`config.mk`:
```
export PLATFORM = sky130hd
export DESIGN_NAME = cc_arbiter
export DESIGN_NICKNAME = d
export VERILOG_FILES = /design/src/rtl/cc_arbiter.sv
export SDC_FILE = /design/constraint.sdc
export NUM_CORES = 1
export LEC_CHECK = 0
export ABC_AREA = 1
export CAP_MARGIN = 30
export CORE_MARGIN = 2
export CORE_UTILIZATION = 44
export CTS_CLUSTER_DIAMETER = 120
export DETAILED_ROUTE_END_ITERATION = 7
export GPL_ROUTABILITY_DRIVEN = 0
export PLACE_DENSITY = 0.8
export SKIP_LAST_GASP = 1
export SYNTH_ARGS = -nofsm -noshare
export SYNTH_HDL_FRONTEND = slang
export SYNTH_SLANG_ARGS = --single-unit
```
`constraint.sdc`:
```
create_clock -name clk -period 2.4 [get_ports clk]
set_clock_uncertainty 0.05 [all_clocks]
set_input_delay 0.36 -clock clk [delete_from_list [all_inputs] [get_ports clk]]
set_output_delay 0.36 -clock clk [all_outputs]
set_load 0.05 [all_outputs]
```
`src/rtl/cc_arbiter.sv`:
```
// cc_arbiter: round-robin arbiter and sequencer that time-shares one
// binary/Gray code converter datapath among NUM_REQ requesters.
// The converter input register (R1) and output capture register (R2) are
// strobed by r1_load / r2_load.
//
// Optional build macro: CC_ARB_LOCK_EN adds a per-requester lock input that,
// when high in ACK, keeps the round-robin pointer on the current winner so
// it can take back-to-back transactions.
//
// state | meaning
// IDLE  | no transaction; round-robin pick on the edge that sees any req
// LOAD  | operand held in R1, r1_load high
// CONV  | converter settling for CONV_CYCLES cycles, r2_load in the last one
// ACK   | result in rsp_data, one-cycle ack to the granted requester
module cc_arbiter #(
    parameter int NUM_REQ     = 4,
    parameter int WIDTH       = 8,
    parameter int CONV_CYCLES = 1
) (
    input  logic                     clk,
    input  logic                     rst_n,
    input  logic [NUM_REQ-1:0]       req,
    input  logic [NUM_REQ-1:0]       req_mode,
    input  logic [NUM_REQ*WIDTH-1:0] req_data,
`ifdef CC_ARB_LOCK_EN
    input  logic [NUM_REQ-1:0]       lock,
`endif
    output logic [NUM_REQ-1:0]       gnt,
    output logic [NUM_REQ-1:0]       ack,
    output logic [WIDTH-1:0]         rsp_data,
    output logic                     busy,
    output logic [WIDTH-1:0]         cc_din,
    output logic                     cc_mode,
    input  logic [WIDTH-1:0]         cc_dout,
    output logic                     r1_load,
    output logic                     r2_load
);

    localparam int PTR_W = (NUM_REQ > 1) ? $clog2(NUM_REQ) : 1;
    localparam int SUM_W = PTR_W + 1;
    localparam int CNT_W = $clog2(CONV_CYCLES + 1);

    localparam logic [CNT_W-1:0] CNT_LAST = CNT_W'(CONV_CYCLES);
    localparam logic [CNT_W-1:0] CNT_PRE  = CNT_W'(CONV_CYCLES - 1);
    localparam logic [PTR_W-1:0] PTR_MAX  = PTR_W'(NUM_REQ - 1);
    // With a single settle cycle the capture cycle is the first CONV cycle.
    localparam logic             R2_FIRST = (CONV_CYCLES == 1);

    typedef enum logic [1:0] {
        ST_IDLE = 2'd0,
        ST_LOAD = 2'd1,
        ST_CONV = 2'd2,
        ST_ACK  = 2'd3
    } state_t;

    state_t             state, state_nxt;
    logic [PTR_W-1:0]   ptr, ptr_nxt;
    logic [PTR_W-1:0]   win, win_nxt;
    logic [CNT_W-1:0]   cnt, cnt_nxt;
    logic [NUM_REQ-1:0] gnt_nxt, ack_nxt;
    logic [WIDTH-1:0]   rsp_nxt, din_nxt;
    logic               mode_nxt, r1_nxt, r2_nxt, busy_nxt;

    logic               pick_found;
    logic [PTR_W-1:0]   pick_idx;
    logic [SUM_W-1:0]   cand_sum;
    logic [PTR_W-1:0]   cand;
    logic [NUM_REQ-1:0] pick_onehot;
    logic [WIDTH-1:0]   pick_data;
    logic               pick_mode;

`ifdef CC_ARB_LOCK_EN
    logic               lock_hold, hold_nxt;
    logic               ptr_req;
    logic               win_lock;
`endif

    function automatic logic [PTR_W-1:0] ptr_inc(input logic [PTR_W-1:0] p);
        if (p == PTR_MAX) begin
            return '0;
        end
        return p + PTR_W'(1);
    endfunction

    // Round-robin search starting at ptr, wrapping modulo NUM_REQ.
    always_comb begin
        pick_found = 1'b0;
        pick_idx   = '0;
        cand_sum   = '0;
        cand       = '0;
        for (int k = 0; k < NUM_REQ; k++) begin
            cand_sum = {1'b0, ptr} + SUM_W'(k);
            if (cand_sum >= SUM_W'(NUM_REQ)) begin
                cand_sum = cand_sum - SUM_W'(NUM_REQ);
            end
            cand = cand_sum[PTR_W-1:0];
            for (int i = 0; i < NUM_REQ; i++) begin
                if (!pick_found && (cand == PTR_W'(i)) && req[i]) begin
                    pick_found = 1'b1;
                    pick_idx   = PTR_W'(i);
                end
            end
        end
    end

    // Decode the winner into a one-hot grant and select its operand and mode.
    always_comb begin
        pick_onehot = '0;
        pick_data   = '0;
        pick_mode   = 1'b0;
        for (int i = 0; i < NUM_REQ; i++) begin
            if (pick_idx == PTR_W'(i)) begin
                pick_onehot[i] = 1'b1;
                pick_data      = req_data[i*WIDTH +: WIDTH];
                pick_mode      = req_mode[i];
            end
        end
    end

`ifdef CC_ARB_LOCK_EN
    // Request level at the pointer and lock level of the current winner.
    always_comb begin
        ptr_req  = 1'b0;
        win_lock = 1'b0;
        for (int i = 0; i < NUM_REQ; i++) begin
            if (ptr == PTR_W'(i)) begin
                ptr_req = req[i];
            end
            if (win == PTR_W'(i)) begin
                win_lock = lock[i];
            end
        end
    end
`endif

    // Next-state and next-output logic; every output is registered below.
    always_comb begin
        state_nxt = state;
        ptr_nxt   = ptr;
        win_nxt   = win;
        cnt_nxt   = cnt;
        gnt_nxt   = gnt;
        ack_nxt   = '0;
        rsp_nxt   = rsp_data;
        din_nxt   = cc_din;
        mode_nxt  = cc_mode;
        r1_nxt    = 1'b0;
        r2_nxt    = 1'b0;
`ifdef CC_ARB_LOCK_EN
        hold_nxt  = lock_hold;
`endif
        case (state)
            ST_IDLE: begin
`ifdef CC_ARB_LOCK_EN
                // A held pointer lasts one IDLE visit; if the locked
                // requester has gone away, resume round robin after it.
                if (lock_hold) begin
                    hold_nxt = 1'b0;
                    if (!ptr_req) begin
                        ptr_nxt = ptr_inc(ptr);
                    end
                end
`endif
                if (pick_found) begin
                    win_nxt   = pick_idx;
                    gnt_nxt   = pick_onehot;
                    din_nxt   = pick_data;
                    mode_nxt  = pick_mode;
                    r1_nxt    = 1'b1;
                    state_nxt = ST_LOAD;
                end
            end
            ST_LOAD: begin
                cnt_nxt   = CNT_W'(1);
                r2_nxt    = R2_FIRST;
                state_nxt = ST_CONV;
            end
            ST_CONV: begin
                if (cnt == CNT_LAST) begin
                    rsp_nxt   = cc_dout;
                    ack_nxt   = gnt;
                    cnt_nxt   = '0;
                    state_nxt = ST_ACK;
                end else begin
                    cnt_nxt = cnt + CNT_W'(1);
                    r2_nxt  = (cnt == CNT_PRE);
                end
            end
            ST_ACK: begin
                gnt_nxt   = '0;
                ptr_nxt   = ptr_inc(win);
`ifdef CC_ARB_LOCK_EN
                if (win_lock) begin
                    ptr_nxt  = win;
                    hold_nxt = 1'b1;
                end
`endif
                state_nxt = ST_IDLE;
            end
            default: begin
                gnt_nxt   = '0;
                state_nxt = ST_IDLE;
            end
        endcase
        busy_nxt = (state_nxt != ST_IDLE);
    end

    // State, pointer, counter and output registers; reset aborts any transaction.
    always_ff @(posedge clk or negedge rst_n) begin
        if (!rst_n) begin
            state     <= ST_IDLE;
            ptr       <= '0;
            win       <= '0;
            cnt       <= '0;
            gnt       <= '0;
            ack       <= '0;
            rsp_data  <= '0;
            busy      <= 1'b0;
            cc_din    <= '0;
            cc_mode   <= 1'b0;
            r1_load   <= 1'b0;
            r2_load   <= 1'b0;
`ifdef CC_ARB_LOCK_EN
            lock_hold <= 1'b0;
`endif
        end else begin
            state     <= state_nxt;
            ptr       <= ptr_nxt;
            win       <= win_nxt;
            cnt       <= cnt_nxt;
            gnt       <= gnt_nxt;
            ack       <= ack_nxt;
            rsp_data  <= rsp_nxt;
            busy      <= busy_nxt;
            cc_din    <= din_nxt;
            cc_mode   <= mode_nxt;
            r1_load   <= r1_nxt;
            r2_load   <= r2_nxt;
`ifdef CC_ARB_LOCK_EN
            lock_hold <= hold_nxt;
`endif
        end
    end

endmodule

```
==> impl_metrics.toml, run 1 <==
[outcome]
violations = "negative setup slack"
status = "complete, but fails checks"

[synthesis]
synth_top_cell_by_area = "dfrtp_1"
syn_inst = 257
synthTopCellsByCount = "nand2_1, dfrtp_1, inv_1, nand3_1, nor2_1"
ys_types = 27
synth.most_common_cell = "nand2_1"
synth-edff-count = 0
netlist.area_leader.share = 0.428
yosysSeqAreaShare = 0.428
ys_ff_latch = 35
syn-num-nets = 313
syn_area_um2 = 2050
async_flop_share = 1.00
yosysWarnings = 0
synth_area_leaders = "dfrtp_1, nand2_1, nand3_1, inv_1, mux2_2"
avgSynthCellArea_um2 = 7.96
ys.flop_type = "dfrtp_1"

[die]
die_w_um = 72.2
ios = 78
initial_core_util = 0.464
die_y_um = 72.2
die_area_um2 = 5210
rows = 24
core_um2 = 4410

[grt]
grtUsageTotal = 0.216
grt_pass1_vias = 2015
grt-ovfl-total = 0
grt_antenna_before_repair = 0
grt_pass1_wl_um = 8850
grt_max_degree = 36

[sta]
tightest_slew_ns = 0.757
fin_ws_ns = -0.127
fmax_mhz = 396
finalCritPeriodShare = 1.05
period_needed_ns = 2.53
finalSetupViolations = 9
hold_violations = 0
slew_headroom = 0.495
finalSetupTns_ns = -0.811
rsz0062_at_grt = "yes"
slew_viol_final = 0

[pwr]
peakVddDrop_mv = 0.926
power_density_nw_per_um2 = 1580
p_leak_nw = 1.56

[setup_path]
required_ns = 2.53
r2r-end = "cc_din[6]$_DFFE_PN0P_"
cp.arrival_ns = 2.66
rr_startpoint = "ptr[1]$_DFFE_PN0P_"
rrSetupSlack_ns = -0.13
reg2reg_depth = 17
critPathMaxStageDelay_ns = 0.45
cp_cell_sequence = "buf_4, nand3_2, nand2_1, nor2_1, nand4_1, nor2_1, nand4_1, nor2_2, nand4_1, nand2_2, buf_6, nor2_1, buf_4, nand3_1, nand2_1, o21ai_2, nand2_1"
crit_type = "flop to flop"
crit_fanout = 8
cp-end-kind = "flop"
worst_setup_path_start_kind = "flop"
critPathSlowestCell = "dfrtp_2"

[job]
maxCapViolCount = 0

[clocking]
ctsLongestPathBuffers = 2
clkTransAtPathRegs_ns = 0.07
cts-root-buf = "clkbuf_8"
numCtsBuffers = 5
clkSinkCount = 35
clock_latency_ns = 0.29
cts_max_level = 2
hold_buffers = 0
cts_tree = "built"

[drt]
drtAntennaViolNets = 0
drt-initial-drc-count = 101
post_drt_wl_per_cell_um = 13.5
drcViolationCount = 0
vias_per_cell = 5.07
vias = 2124
totalWireLength_um = 5680
dr.pass1.iters = 4

[hold_path]
hp-class = "input port to asynchronous set/reset pin"

[cells_and_area]
n_antenna_cell = 0
utilization = 0.733
syn_to_final_growth_pct = 58.0
drive_above_1_share = 0.237
finish.net_count = 422

[place]
numPortBuffers = 77
dpl.hpwl_um = 4100
per-stage QoR:
stage               setup WS, ns  area [um2]  total power, W  hold WS (ns)  cells
floorplan                  0.258        2050         0.00327        0.0144    257
global placement          -0.227        3000         0.00427         0.415    403
detailed placement        -0.311        3000         0.00435         0.415    403
CTS                      0.00939        3120         0.00485         0.102    414
global route              -0.282        3230         0.00548         0.150    419
finish                    -0.127        3230         0.00510        0.0808    419
final cells by class:
type	count	area [um2]
fillers	315	1180
multi-input cells	180	1040
repair buffers	110	1030
flip-flops and latches	35	878
inverters	34	131
clock buffers	6	72.6
well taps	52	65.1
clock inverters	2	12.5
critical path, delay by kind of cell (launching register included):
kind | cells | cell delay, ns
flip-flops | 1 | 0.45
buffers and inverters | 3 | 0.43
AO/OA/AOI/OAI | 1 | 0.11
AND/OR/NAND/NOR | 13 | 1.37
power by group:
group	internal, W	total, W	switching, W
logic	0.00148	0.00367	0.00220
clock network	0.000203	0.000415	0.000213
registers	0.000852	0.00101	0.000158
total	0.00253	0.00510	0.00257
registers in the layout (all words and copies together) (netlist names):
signal / count
cc_din: 8
state: 2
cc_mode: 1
r1_load: 1
gnt: 4
cnt: 1
ptr: 2
busy: 1
ack: 4
r2_load: 1
rsp_data: 8
win: 2
how the worst max path moves through the flow:
stage                                   from                    end  slack, ns  cells past startpoint
after CTS                 ptr[1]$_DFFE_PN0P_  cc_din[5]$_DFFE_PN0P_      0.009                     17
final                     ptr[1]$_DFFE_PN0P_  cc_din[6]$_DFFE_PN0P_      -0.13                     17
after global routing      ptr[1]$_DFFE_PN0P_  cc_din[6]$_DFFE_PN0P_      -0.28                     17
after global placement                req[2]  cc_din[3]$_DFFE_PN0P_      -0.23                     18
after floorplan           ptr[0]$_DFFE_PN0P_  cc_din[0]$_DFFE_PN0P_       0.26                     18
after detailed placement              req[2]  cc_din[7]$_DFFE_PN0P_      -0.31                     15
what timing repair did:
action,in CTS,in global routing
buffers inserted,3,5
pin swaps,0,9
setup endpoints to repair,2,17
resized for setup,3,26
placed cells by master, fill, tap and decap left out, drive strengths merged:
cell | Yosys | final
nand3 | 25 | 25
nand2 | 70 | 70
clkinv | 0 | 1
dfrtp | 35 | 35
a21oi | 2 | 2
nor2 | 25 | 25
inv | 34 | 33
clkbuf | 0 | 6
clkinvlp | 0 | 2
clkdlybuf4s50 | 0 | 76
nand4 | 13 | 13
nand3b | 1 | 1
o22ai | 3 | 3
o21ai | 23 | 23
buf | 8 | 34
o31ai | 1 | 1
ha | 6 | 6
mux2 | 8 | 8
nor3 | 3 | 3
cells by family (layout without fill, tap and decap cells):
| family | after synthesis | after routing | synth area share |
|---|---|---|---|
| simple gates | 137 | 137 | 0.314 |
| buf+inv | 42 | 152 | 0.0929 |
| flops | 35 | 35 | 0.428 |
| mux | 8 | 8 | 0.0440 |
| fa+ha+maj | 6 | 6 | 0.0367 |
| compound gates | 29 | 29 | 0.0850 |
routing by layer:
layer	global-route usage	wire length, um	vias up
met2	0.350	2780	81
met1	0.275	2380	975
met5	0	0	-
li1	-	-	1053
met4	0.0943	149	0
met3	0.0514	368	15
No activity file was read; power rests on OpenSTA's default activity.
==> run 2: changes to the inputs <==
--- a/config.mk
+++ b/config.mk
@@ -8,12 +8,11 @@
 export ABC_AREA = 1
 export CAP_MARGIN = 30
 export CORE_MARGIN = 2
-export CORE_UTILIZATION = 44
+export CORE_UTILIZATION = 47
 export CTS_CLUSTER_DIAMETER = 120
 export DETAILED_ROUTE_END_ITERATION = 7
 export GPL_ROUTABILITY_DRIVEN = 0
-export PLACE_DENSITY = 0.8
-export SKIP_LAST_GASP = 1
+export PLACE_DENSITY = 0.85
 export SYNTH_ARGS = -nofsm -noshare
 export SYNTH_HDL_FRONTEND = slang
 export SYNTH_SLANG_ARGS = --single-unit
==> constraint.sdc (replaced) <==
create_clock -name clk -period 3.2 [get_ports clk]
set_clock_uncertainty 0.05 [all_clocks]
set_input_delay 0.48 -clock clk [delete_from_list [all_inputs] [get_ports clk]]
set_output_delay 0.48 -clock clk [all_outputs]
set_load 0.05 [all_outputs]
==> run 2 against run 1 <==
Net effect:
- the flow now finishes without violations
- sequential power decreased by 26%
- clock power decreased by 25%
- count of clock-buffer cells in the layout unchanged
- worst setup slack improved by 0.52 ns
- die area decreased by 6.0%
- sequential share of layout area increased by 2.9 points
- combinational power decreased by 39%
- cell count decreased by 8.1%
- routed wire length decreased by 13%
- power decreased by 35%
- highest routed layer unchanged
==> impl_metrics.toml, run 2 (same netlist as run 1, synthesis figures left out) <==
[clocking]
clkSinkCount = 35
cts_tree = "built"
cts_max_level = 2
clkTransAtPathRegs_ns = 0.07
cts-root-buf = "clkbuf_8"
ctsLongestPathBuffers = 2
cts_setup_buffers = 0
cts_resized = 0
hold_buffers = 0
clock_latency_ns = 0.28
numCtsBuffers = 5

[sta]
finalCritPeriodShare = 0.877
finalSetupViolations = 0
period_needed_ns = 2.81
slew_headroom = 0.496
rsz0062_at_grt = "no"
slew_viol_final = 0
finalSetupTns_ns = 0
hold_violations = 0
hold-worst-slack_ns = 0.214
tightest_slew_ns = 0.756
fmax_mhz = 356

[cells_and_area]
largestRegisters = "cc_din x8, rsp_data x8"
n_antenna_cell = 0
final_common_cell = "clkdlybuf4s50_1"
drive_above_1_share = 0.116
syn_to_final_growth_pct = 42.4
finish.net_count = 391
final_cell_mix = "clkdlybuf4s50_1, nand2_1, dfrtp_1"

[setup_path]
crit_type = "input port to flop"
rrSetupSlack_ns = 0.57
reg2reg_depth = 16
crit_fanout = 20
r2r-end = "cc_din[7]$_DFFE_PN0P_"
required_ns = 3.33
rr_startpoint = "ptr[1]$_DFFE_PN0P_"
worst_setup_path_start_kind = "input port"
cp-end-kind = "flop"
cp.arrival_ns = 2.93

[pwr]
p_leak_nw = 1.41
power_w = 0.00330
peakVddDrop_mv = 0.577
power_density_nw_per_um2 = 1130

[drt]
drt-initial-drc-count = 134
post_drt_wl_per_cell_um = 12.9
drtAntennaViolNets = 0
vias = 1948
vias_per_cell = 5.06
totalWireLength_um = 4960
dr.pass1.iters = 4
drcViolationCount = 0

[outcome]
status = "completed"

[grt]
grt_pass1_vias = 1902
grt_pass1_wl_um = 8670
grtUsageTotal = 0.218
grt_max_degree = 36
grt-ovfl-total = 0
grt_antenna_before_repair = 0

[hold_path]
hp-class = "input port to asynchronous set/reset pin"

[die]
ios = 78
core_um2 = 4090
die_y_um = 70.0
rows = 23
initial_core_util = 0.501
die_w_um = 70.0
die_area_um2 = 4900

[place]
numPortBuffers = 77
dpl.hpwl_um = 3850

[job]
maxCapViolCount = 0
[run 2: routing by layer]
layer,global-route usage,wire [um],up-vias
li1,-,-,992
met1,0.286,2130,871
met2,0.366,2450,76
met3,0.0476,288,9
met4,0.0577,90,0
met5,0,0,-
[run 2: per-stage QoR]
stage / cells / setup slack (ns) / util / cell area, um2
5_1_grt: 385 / 0.123 / 0.713 / 2920
3_5_place_dp: 378 / 0.122 / 0.692 / 2830
6_report: 385 / 0.393 / 0.713 / 2920
4_1_cts: 385 / 0.430 / 0.713 / 2920
2_1_floorplan: 257 / 1.06 / - / 2050
3_3_place_gp: 378 / 0.266 / 0.692 / 2830
[run 2: final cells by class]
class | instances | area (um2)
Clock buffer | 6 | 82.6
Clock inverter | 1 | 5.00
Fill cell | 326 | 1170
Inverter | 34 | 128
Multi-Input combinational cell | 180 | 981
Sequential cell | 35 | 876
Tap cell | 50 | 62.6
Timing Repair Buffer | 79 | 781
[run 2: worst max-delay path, cell delays in order]
cell	delay [ns]
clkdlybuf4s50_1	0.51
nand3_1	0.15
nand2_1	0.10
nor2_2	0.13
nand4_1	0.11
nor2_2	0.18
nand4_2	0.14
nor2_4	0.15
nand4_4	0.15
nand2_4	0.23
nand2_2	0.23
o21ai_0	0.21
inv_1	0.05
nand2_1	0.06
nand2_1	0.04
[run 2: power by group]
group	internal [W]	switching [W]
sequential	0.000637	0.000109
clock	0.000169	0.000145
combinational	0.000768	0.00147
[run 2: how the worst max path moves through the flow]
stage,start,end,slack (ns),cells after the start
global route,req[3],cc_din[7]$_DFFE_PN0P_,0.12,15
finish,req[3],cc_din[7]$_DFFE_PN0P_,0.39,15
global placement,req[3],cc_mode$_DFFE_PN0P_,0.27,15
CTS,req[3],cc_din[7]$_DFFE_PN0P_,0.43,15
detailed placement,req[3],cc_din[7]$_DFFE_PN0P_,0.12,15
floorplan,ptr[0]$_DFFE_PN0P_,cc_din[0]$_DFFE_PN0P_,1.06,18
==> run 3: changes to the inputs <==
--- a/config.mk
+++ b/config.mk
@@ -7,12 +7,15 @@
 export LEC_CHECK = 0
 export ABC_AREA = 1
 export CAP_MARGIN = 30
+export CELL_PAD_IN_SITES_DETAIL_PLACEMENT = 1
+export CELL_PAD_IN_SITES_GLOBAL_PLACEMENT = 2
 export CORE_MARGIN = 2
-export CORE_UTILIZATION = 47
+export CORE_UTILIZATION = 26
 export CTS_CLUSTER_DIAMETER = 120
 export DETAILED_ROUTE_END_ITERATION = 7
 export GPL_ROUTABILITY_DRIVEN = 0
-export PLACE_DENSITY = 0.85
+export PLACE_DENSITY = 0.95
+export SKIP_CTS_REPAIR_TIMING = 1
 export SYNTH_ARGS = -nofsm -noshare
 export SYNTH_HDL_FRONTEND = slang
 export SYNTH_SLANG_ARGS = --single-unit
==> run 3 against run 2 <==
Net effect:
- combinational power rose by 3%
- critical path type unchanged
- core utilization fell by 32 points
- highest routed layer unchanged
- hold slack improved by 0.011 ns
- sequential cell count did not move
==> impl_metrics.toml, run 3 (same netlist as run 1, synthesis figures left out) <==
[outcome]
status = "completed"

[drt]
vias_per_cell = 4.53
vias = 1991
post_drt_wl_per_cell_um = 13.6
dr.pass1.iters = 4
drt-initial-drc-count = 62
totalWireLength_um = 5990
drtAntennaViolNets = 0
drcViolationCount = 0

[cells_and_area]
syn_to_final_growth_pct = 46.2
largestRegisters = "cc_din x8, rsp_data x8"
final_cell_mix = "clkdlybuf4s50_1, nand2_1, dfrtp_1"
drive_above_1_share = 0.121
finish.net_count = 393
final_common_cell = "clkdlybuf4s50_1"
utilization = 0.389
n_antenna_cell = 0
nFillCells = 957

[clocking]
ctsLongestPathBuffers = 2
clock_latency_ns = 0.29
clkTransAtPathRegs_ns = 0.07
numCtsBuffers = 5
cts_max_level = 2
cts-root-buf = "clkbuf_8"
clkSinkCount = 35
cts_tree = "built"

[job]
maxCapViolCount = 0

[setup_path]
crit_top_cell = "nand2_1"
cp.arrival_ns = 2.97
cp_cell_sequence = "clkdlybuf4s50_1, nand3_1, nand2_1, nor2_1, nand4_1, nor2_1, nor3_1, nand2_1, nor2_1, nand2_1, inv_2, nand2_4, buf_4, nor2_2, nand2_1, nand3_1, nand2_1, nand2_1"
worst_setup_path_start_kind = "input port"
cp-startpoint = "req[1]"
critPathSlowestCell = "clkdlybuf4s50_1"
cp-end-kind = "flop"
crit_type = "input port to flop"
cp_top_family = "simple AND/OR/NAND/NOR gates"
critPathMaxStageDelay_ns = 0.58
path_buf_inv = 3
crit_fanout = 19
required_ns = 3.38
rrSetupSlack_ns = 0.59
rr_startpoint = "ptr[0]$_DFFE_PN0P_"

[pwr]
p_leak_nw = 1.41
power_density_nw_per_um2 = 1130
peakVddDrop_mv = 0.397

[sta]
finalSetupTns_ns = 0
fmax_mhz = 359
tightest_slew_ns = 0.802
hold_violations = 0
slew_headroom = 0.465
period_needed_ns = 2.79
finalCritPeriodShare = 0.871
slew_viol_final = 0
rsz0062_at_grt = "no"
finalSetupViolations = 0

[place]
numPortBuffers = 77
dpl.hpwl_um = 4630

[grt]
grtUsageTotal = 0.146
grt_max_degree = 36
grt_antenna_before_repair = 0
grt_pass1_vias = 2145
grt_pass1_wl_um = 10100
grt-ovfl-total = 0

[die]
rows = 32
core_um2 = 7690
die_w_um = 92.7
initial_core_util = 0.266
ios = 78
die_y_um = 92.7
die_area_um2 = 8600

[hold_path]
hp-class = "input port to asynchronous set/reset pin"
[run 3: cell count changes in the layout (fill, tap and decap cells not counted)]
cell and change:
clkbuf_8 -1, clkinvlp_4 +1, clkbuf_1 +1, buf_4 +2
[run 3: final timing paths]
kind,to,depth (start not counted)
max,cc_din[3]$_DFFE_PN0P_,18
min,state[1]$_DFF_PN0_,1
max reg2reg,cc_din[3]$_DFFE_PN0P_,16
min reg2reg,cc_din[6]$_DFFE_PN0P_,2
max in group asynchronous,cc_din[5]$_DFFE_PN0P_,1
min in group clk,cc_din[6]$_DFFE_PN0P_,2
[run 3: routing by layer]
layer  global-route usage  part of all wire  up-vias
li1                     -                 -      991
met1                0.192              0.47      934
met2                0.249              0.48       61
met3               0.0334             0.050        5
met4               0.0294            0.0058        0
met5                    0                 0        -
[run 3: metrics by stage]
| step | setup slack [ns] | power (W) | cell area [um2] | hold slack (ns) | cells |
|---|---|---|---|---|---|
| 2_1_floorplan | 1.06 | 0.00245 | 2050 | 0.134 | 257 |
| 6_report | 0.412 | 0.00338 | 2990 | 0.226 | 440 |
| 4_1_cts | 0.438 | 0.00343 | 2990 | 0.250 | 440 |
| 3_5_place_dp | 0.127 | 0.00310 | 2910 | 0.423 | 432 |
| 5_1_grt | 0.139 | 0.00370 | 2990 | 0.281 | 440 |
| 3_3_place_gp | 0.245 | 0.00302 | 2910 | 0.420 | 432 |
[run 3: cell type report]
class,count,area (um2),share of cell area
Clock buffer,6,72.6,0.0242
Clock inverter,2,12.5,0.00418
Timing Repair Buffer,81,796,0.266
Sequential cell,35,876,0.293
Inverter,34,128,0.0426
Multi-Input combinational cell,180,981,0.328
Tap cell,102,128,0.0426
[run 3: report_power, final]
| group | internal, W | switching, W |
|---|---|---|
| combinational | 0.000786 | 0.00153 |
| clock | 0.000152 | 0.000166 |
| sequential | 0.000637 | 0.000117 |
| total | 0.00158 | 0.00181 |
